$ cat src/rtl/plateau_finder.sv
// IDELAY tap scanner: walks taps 0..kMaxTap through a req/ack stability probe,
// tracks the longest contiguous stable run and reports its center and length.
module plateau_finder #(
    parameter int kCNTVALUEbit = 9,
    parameter int kNumTaps     = 32,
    parameter int kMaxTap      = 511
) (
    input  logic                    CLK,
    input  logic                    RSTn,
    input  logic                    startScan,
    input  logic [kNumTaps-1:0]     plateauThreshold,
    output logic [kCNTVALUEbit-1:0] tapValue,
    output logic                    tapReq,
    input  logic                    tapAck,
    input  logic                    tapStable,
    output logic                    scanBusy,
    output logic                    scanDone,
    output logic                    scanFound,
    output logic [kCNTVALUEbit-1:0] centerTap,
    output logic [kCNTVALUEbit:0]   bestLength
);

    localparam int LW = kCNTVALUEbit + 1;
    localparam int CW = (kNumTaps > LW) ? kNumTaps : LW;
    localparam logic [kCNTVALUEbit-1:0] MAX_TAP = kCNTVALUEbit'(kMaxTap);

    typedef enum logic [1:0] {S_IDLE, S_REQ, S_EVAL, S_DONE} state_t;

    state_t                  state_q, state_d;
    logic [kCNTVALUEbit-1:0] tap_q;
    logic [kNumTaps-1:0]     thr_q;
    logic                    stable_q;
    logic                    run_open_q;
    logic [kCNTVALUEbit-1:0] cur_start_q;
    logic [LW-1:0]           cur_len_q;
    logic [kCNTVALUEbit-1:0] best_start_q;
    logic [LW-1:0]           best_len_q;
    logic                    found_q;
    logic [kCNTVALUEbit-1:0] center_q;
    logic [LW-1:0]           blen_q;

    logic                    last_tap;
    logic [LW-1:0]           ext_len, cand_len, best_len_d, half_len;
    logic [kCNTVALUEbit-1:0] ext_start, cand_start, best_start_d, center_d;
    logic                    closing;
    logic [kNumTaps-1:0]     eff_thr;
    logic                    found_d;

    always_comb begin
        state_d  = state_q;
        tapReq   = 1'b0;
        scanBusy = 1'b0;
        scanDone = 1'b0;
        case (state_q)
            S_IDLE: if (startScan) state_d = S_REQ;
            S_REQ: begin
                tapReq   = 1'b1;
                scanBusy = 1'b1;
                if (tapAck) state_d = S_EVAL;
            end
            S_EVAL: begin
                scanBusy = 1'b1;
                state_d  = last_tap ? S_DONE : S_REQ;
            end
            S_DONE: begin
                scanDone = 1'b1;
                state_d  = S_IDLE;
            end
            default: state_d = S_IDLE;
        endcase
    end

    // A stable tap either opens or extends the run; the last tap forces the
    // run shut so a plateau touching kMaxTap is still scored.
    always_comb begin
        last_tap   = (tap_q == MAX_TAP);
        ext_len    = run_open_q ? cur_len_q + LW'(1) : LW'(1);
        ext_start  = run_open_q ? cur_start_q : tap_q;
        cand_len   = stable_q ? ext_len : cur_len_q;
        cand_start = stable_q ? ext_start : cur_start_q;
        closing    = (run_open_q && !stable_q) || (stable_q && last_tap);
        best_len_d   = best_len_q;
        best_start_d = best_start_q;
        if (closing && (cand_len > best_len_q)) begin
            best_len_d   = cand_len;
            best_start_d = cand_start;
        end
    end

    always_comb begin
        half_len = (best_len_d - LW'(1)) >> 1;
        center_d = (best_len_d == '0) ? '0
                 : best_start_d + half_len[kCNTVALUEbit-1:0];
        eff_thr  = (thr_q == '0) ? kNumTaps'(1) : thr_q;
        found_d  = (CW'(best_len_d) >= CW'(eff_thr));
    end

    always_ff @(posedge CLK or negedge RSTn) begin
        if (!RSTn) begin
            state_q      <= S_IDLE;
            tap_q        <= '0;
            thr_q        <= '0;
            stable_q     <= 1'b0;
            run_open_q   <= 1'b0;
            cur_start_q  <= '0;
            cur_len_q    <= '0;
            best_start_q <= '0;
            best_len_q   <= '0;
            found_q      <= 1'b0;
            center_q     <= '0;
            blen_q       <= '0;
        end else begin
            state_q <= state_d;
            case (state_q)
                S_IDLE: if (startScan) begin
                    thr_q        <= plateauThreshold;
                    tap_q        <= '0;
                    stable_q     <= 1'b0;
                    run_open_q   <= 1'b0;
                    cur_start_q  <= '0;
                    cur_len_q    <= '0;
                    best_start_q <= '0;
                    best_len_q   <= '0;
                end
                S_REQ: if (tapAck) stable_q <= tapStable;
                S_EVAL: begin
                    best_len_q   <= best_len_d;
                    best_start_q <= best_start_d;
                    if (stable_q) begin
                        cur_len_q   <= ext_len;
                        cur_start_q <= ext_start;
                        run_open_q  <= !last_tap;
                    end else begin
                        cur_len_q  <= '0;
                        run_open_q <= 1'b0;
                    end
                    // Results load on the way into DONE so they are valid
                    // alongside the scanDone pulse and hold until the next one.
                    if (last_tap) begin
                        found_q  <= found_d;
                        center_q <= center_d;
                        blen_q   <= best_len_d;
                    end else begin
                        tap_q <= tap_q + kCNTVALUEbit'(1);
                    end
                end
                default: ;
            endcase
        end
    end

    assign tapValue   = tap_q;
    assign scanFound  = found_q;
    assign centerTap  = center_q;
    assign bestLength = blen_q;

endmodule

$ cat config.mk
export PLATFORM = sky130hd
export DESIGN_NAME = plateau_finder
export DESIGN_NICKNAME = d
export VERILOG_FILES = /design/src/rtl/plateau_finder.sv
export SDC_FILE = /design/constraint.sdc
export NUM_CORES = 1
export LEC_CHECK = 0
export CAP_MARGIN = 10
export CORE_AREA = 5 5 115 106
export DETAILED_ROUTE_END_ITERATION = 6
export DIE_AREA = 0 0 120 111
export PLACE_DENSITY = 0.81
export SYNTH_ARGS = -nofsm -noshare
export SYNTH_HDL_FRONTEND = slang
export SYNTH_SLANG_ARGS = --single-unit
$ cat constraint.sdc
create_clock -name CLK -period 9.8 [get_ports CLK]
set_input_delay 1.96 -clock CLK [delete_from_list [all_inputs] [get_ports CLK]]
set_output_delay 1.96 -clock CLK [all_outputs]
set_load 0.02 [all_outputs]
==> results by group <==
Clocking
  – CTS sink cnt: 103
  – Worst skew pair latency: 350 ps
  – CTS Buf Count: 9
  – CTS H-tree depth: 3
  – Root buffer cell: clkbuf_16
  – CTS tree: done
  – # hold bufs at CTS: 0
  – Number of setup buffers added after CTS: 0
  – Clock tree buffer depth: 2
  – Clock transition at path regs: roughly 80 ps
  – Post-cts resize count: 0

STA
  – Hold_ws: 482.1 ps
  – Least-Margin Pin Slew: 841.6 ps
  – Crit share post-route: 59.57%
  – Fin crit period: between 5000 and 6000 ps
  – Skew final: 11.75 ps
  – Final Hold Violating Endpoints: 0
  – Final setup viols: 0
  – Setup TNS: 0 ps
  – Max_slew headroom: 43.30%
  – Achievable Freq: 171.3 MHz
  – Slew Limit Fails: 0
  – RSZ-0062 raised after global routing: false
  – PnR worst setup slack: 3962 ps

Finish
  – # nets final: 732
  – Area growth syn-to-layout: 18.51%
  – FILL cells: between 800 and 900
  – Share of cells above drive strength 1: 10.41%
  – Fin area: just under 7000 sq um
  – # diodes: 0

Synth
  – FFs w/ async S/R, synth: 100.0%
  – Post-Synth Simple-Gate Area: 15.42%
  – Post-Synthesis Cell Area: 5826 sq um
  – Post-synth EDFFs: 0
  – Syn nets: 673
  – Cells after synthesis: roughly 600
  – Mux cell area share after synthesis: 8.312%
  – Synth top area cells: dfrtp_1, ha_1, mux2_2, nand2_1, o21ai_0
  – Share of the synthesized area in the top cell type: approximately 44%
  – Distinct cells, synth: 56
  – Dominant combinational cell family by area after synthesis: compound AO/OA/AOI/OAI gates
  – Syn_area_per_cell: about 9.7 sq um
  – Sequential fraction of the synthesis area: 44.24%
  – Compound-Gate Fraction of Synth Area: 16.67%
  – Post-synth top flop: dfrtp_1
  – Cell taking the most area after synthesis: dfrtp_1
  – Synth warn: 0
  – Adder-cell share of the synthesized area: 8.247%
  – Synth Area in XOR/XNOR: 2.706%
  – Yosys reg bits: 103

Power
  – Leakage power: 3.155 nW
  – Power Total: 2.130 mW
  – VDD IR max: just under 0.2 mV
  – PD cells: 308.5 nW/um^2

Drt
  – Via density: 5.908
  – Via count: 4703
  – Drt wl/cell: 17.75 um
  – Metal-1 WL: 6.319 mm
  – DR WL met2: 6.902 mm
  – Wire length on met3: 693 um
  – DRT Pass-1 Iters: 5
  – Post-Route WL: 14.13 mm
  – Highest metal used: met4
  – Post-route antenna net violation count: 0
  – DRT iter0 DRCs: 286
  – Residual DRC: 0

Place
  – HPWL after detailed placement: around 10 mm
  – Area post-placement: roughly 6600 sq um
  – Port Buffers: 68
  – Pre-CTS WS: 4102 ps
  – RePlAce Congestion: roughly 0.9

Setup path
  – WP buf/inv: 1
  – WP data required: 10060 ps
  – Crit-path cells: ha_1 > nand3_2 > or3_1 > o311ai_2 > ha_1 > o21ai_0 > nor2_1 > a2111oi_2 > or2_2 > nor2_1 > a21oi_1 > ha_1 > xnor2_1 > inv_1 > fa_1 > nor2b_1 > o21ai_0 > a21oi_1 > o41ai_1 > xnor2_1 > xnor2_1 > o31ai_1
  – Reg2Reg Depth: 22
  – CP Capture Type: flip-flop
  – CP arrival: between 6000 and 7000 ps
  – Slowest stage cell, crit path: or3_1
  – Worst r2r src: cur_len_q[0]
  – Crit path kind: reg2reg
  – CP max FO: 23
  – Top delay family on crit path: compound AO/OA/AOI/OAI gates
  – Setup slack, reg-to-reg: 3960 ps
  – CP startpoint kind: flip-flop
  – CP peak stage delay: between 400 and 500 ps
  – Reg2reg end: centerTap[8]

Floorplan
  – Initial Utilization: 54.11%
  – Horiz. Die Dim: 120 um
  – Die height: roughly 110 um
  – Row cnt: 36
  – Core outline area: approximately 11000 sq um
  – DIE AREA: 13320 sq um
  – # IOs: slightly below 70

Min path
  – Worst hold stages: 2
  – Hold path endpoint: centerTap[8]
  – Hold Startpoint: centerTap[8]
  – HP Class: reg2reg

Run
  – Max Cap Viol: 0

GRT
  – Total grt overflow: 0
  – All-Layer GR Usage: 21.79%
  – Number of global-route vias before repair: 4686
  – First-pass GRT wire length: 23.43 mm
  – Initial antenna violation count: 0
  – Largest net degree at the start of global routing: 53

Run status
  – Status: complete, no violations
[worst min-delay path, stage by stage, from the launching register on]
cell and delay [ps]:
dfrtp_1 340, nand2_1 50, o31ai_1 50
[flip-flops by register name (all words and copies together), names as in the netlist, 2 cells and up]
name          flops
bestLength       10
best_len_q       10
best_start_q      9
centerTap         9
cur_len_q        10
cur_start_q       9
state_q           2
tapValue          9
thr_q            32
[layout make-up]
type	instances	area [sq um]	share of cell area, %
Tap cell	133	166.4	2.410
Inverter	40	150.1	2.175
Sequential cell	103	2577	37.33
Clock buffer	9	225.2	3.262
Clock inverter	7	73.82	1.069
Multi-Input combinational cell	431	2995	43.39
Timing Repair Buffer	73	715.7	10.37
[stage by stage]
stage,instances,util [%]
final,796,64.13
after global routing,796,64.13
after floorplan,599,-
after detailed placement,780,61.36
after CTS,796,64.13
after global placement,780,61.36
[kinds of logic (layout without fill, tap and decap cells)]
family | count (synthesis) | after routing
buffers and inverters | 65 | 129
muxes | 44 | 44
adders and majority gates | 38 | 38
xor gates and xnor gates | 18 | 18
AOI/OAI and AO/OA | 145 | 145
DFF | 103 | 103
and+or+nand+nor | 186 | 186
[synth_stat cells (12+ instances only)]
cell        n
a21oi_1    21
a22o_1     17
o21ai_0    49
dfrtp_1   103
nand2_1    66
ha_1       36
clkbuf_1   16
inv_1      40
mux2_2     35
nor2_1     37
o31ai_1    12
nand3_1    18
[routing by layer]
metal  global-route usage (%)  vias up
met5                        0        -
met4                    5.802        0
met3                    5.204       18
met2                    35.21      111
met1                    29.47     2314
li1                         -     2260
[worst max path at each step]
stage | start | to | slack, ps | cells after the start
global route | cur_len_q[0] | centerTap[8] | 3380 | 22
CTS | cur_len_q[0] | centerTap[8] | 4050 | 22
finish | cur_len_q[0] | centerTap[8] | 3960 | 22
floorplan | cur_len_q[0] | centerTap[8] | 4540 | 24
global placement | cur_len_q[0] | centerTap[8] | 4310 | 22
detailed placement | cur_len_q[0] | centerTap[8] | 4100 | 22
[where the power goes]
part / switching (mW) / internal [mW]
combinational: 0.671 / 0.489
clock: 0.180 / 0.182
sequential: 0.0832 / 0.525
total: 0.933 / 1.20
[layout by cell type, fill, tap and decap left out, types with 17 or more instances in the layout]
master           netlist  final
clkdlybuf4s50_1        0     67
dfrtp_1              103    103
inv_1                 40     40
nand2_1               66     66
nor2_1                37     37
nand3_1               18     18
a21oi_1               21     21
a22o_1                17     17
mux2_2                35     35
o21ai_0               49     49
ha_1                  36     36
(Power assumes the default switching activity.)
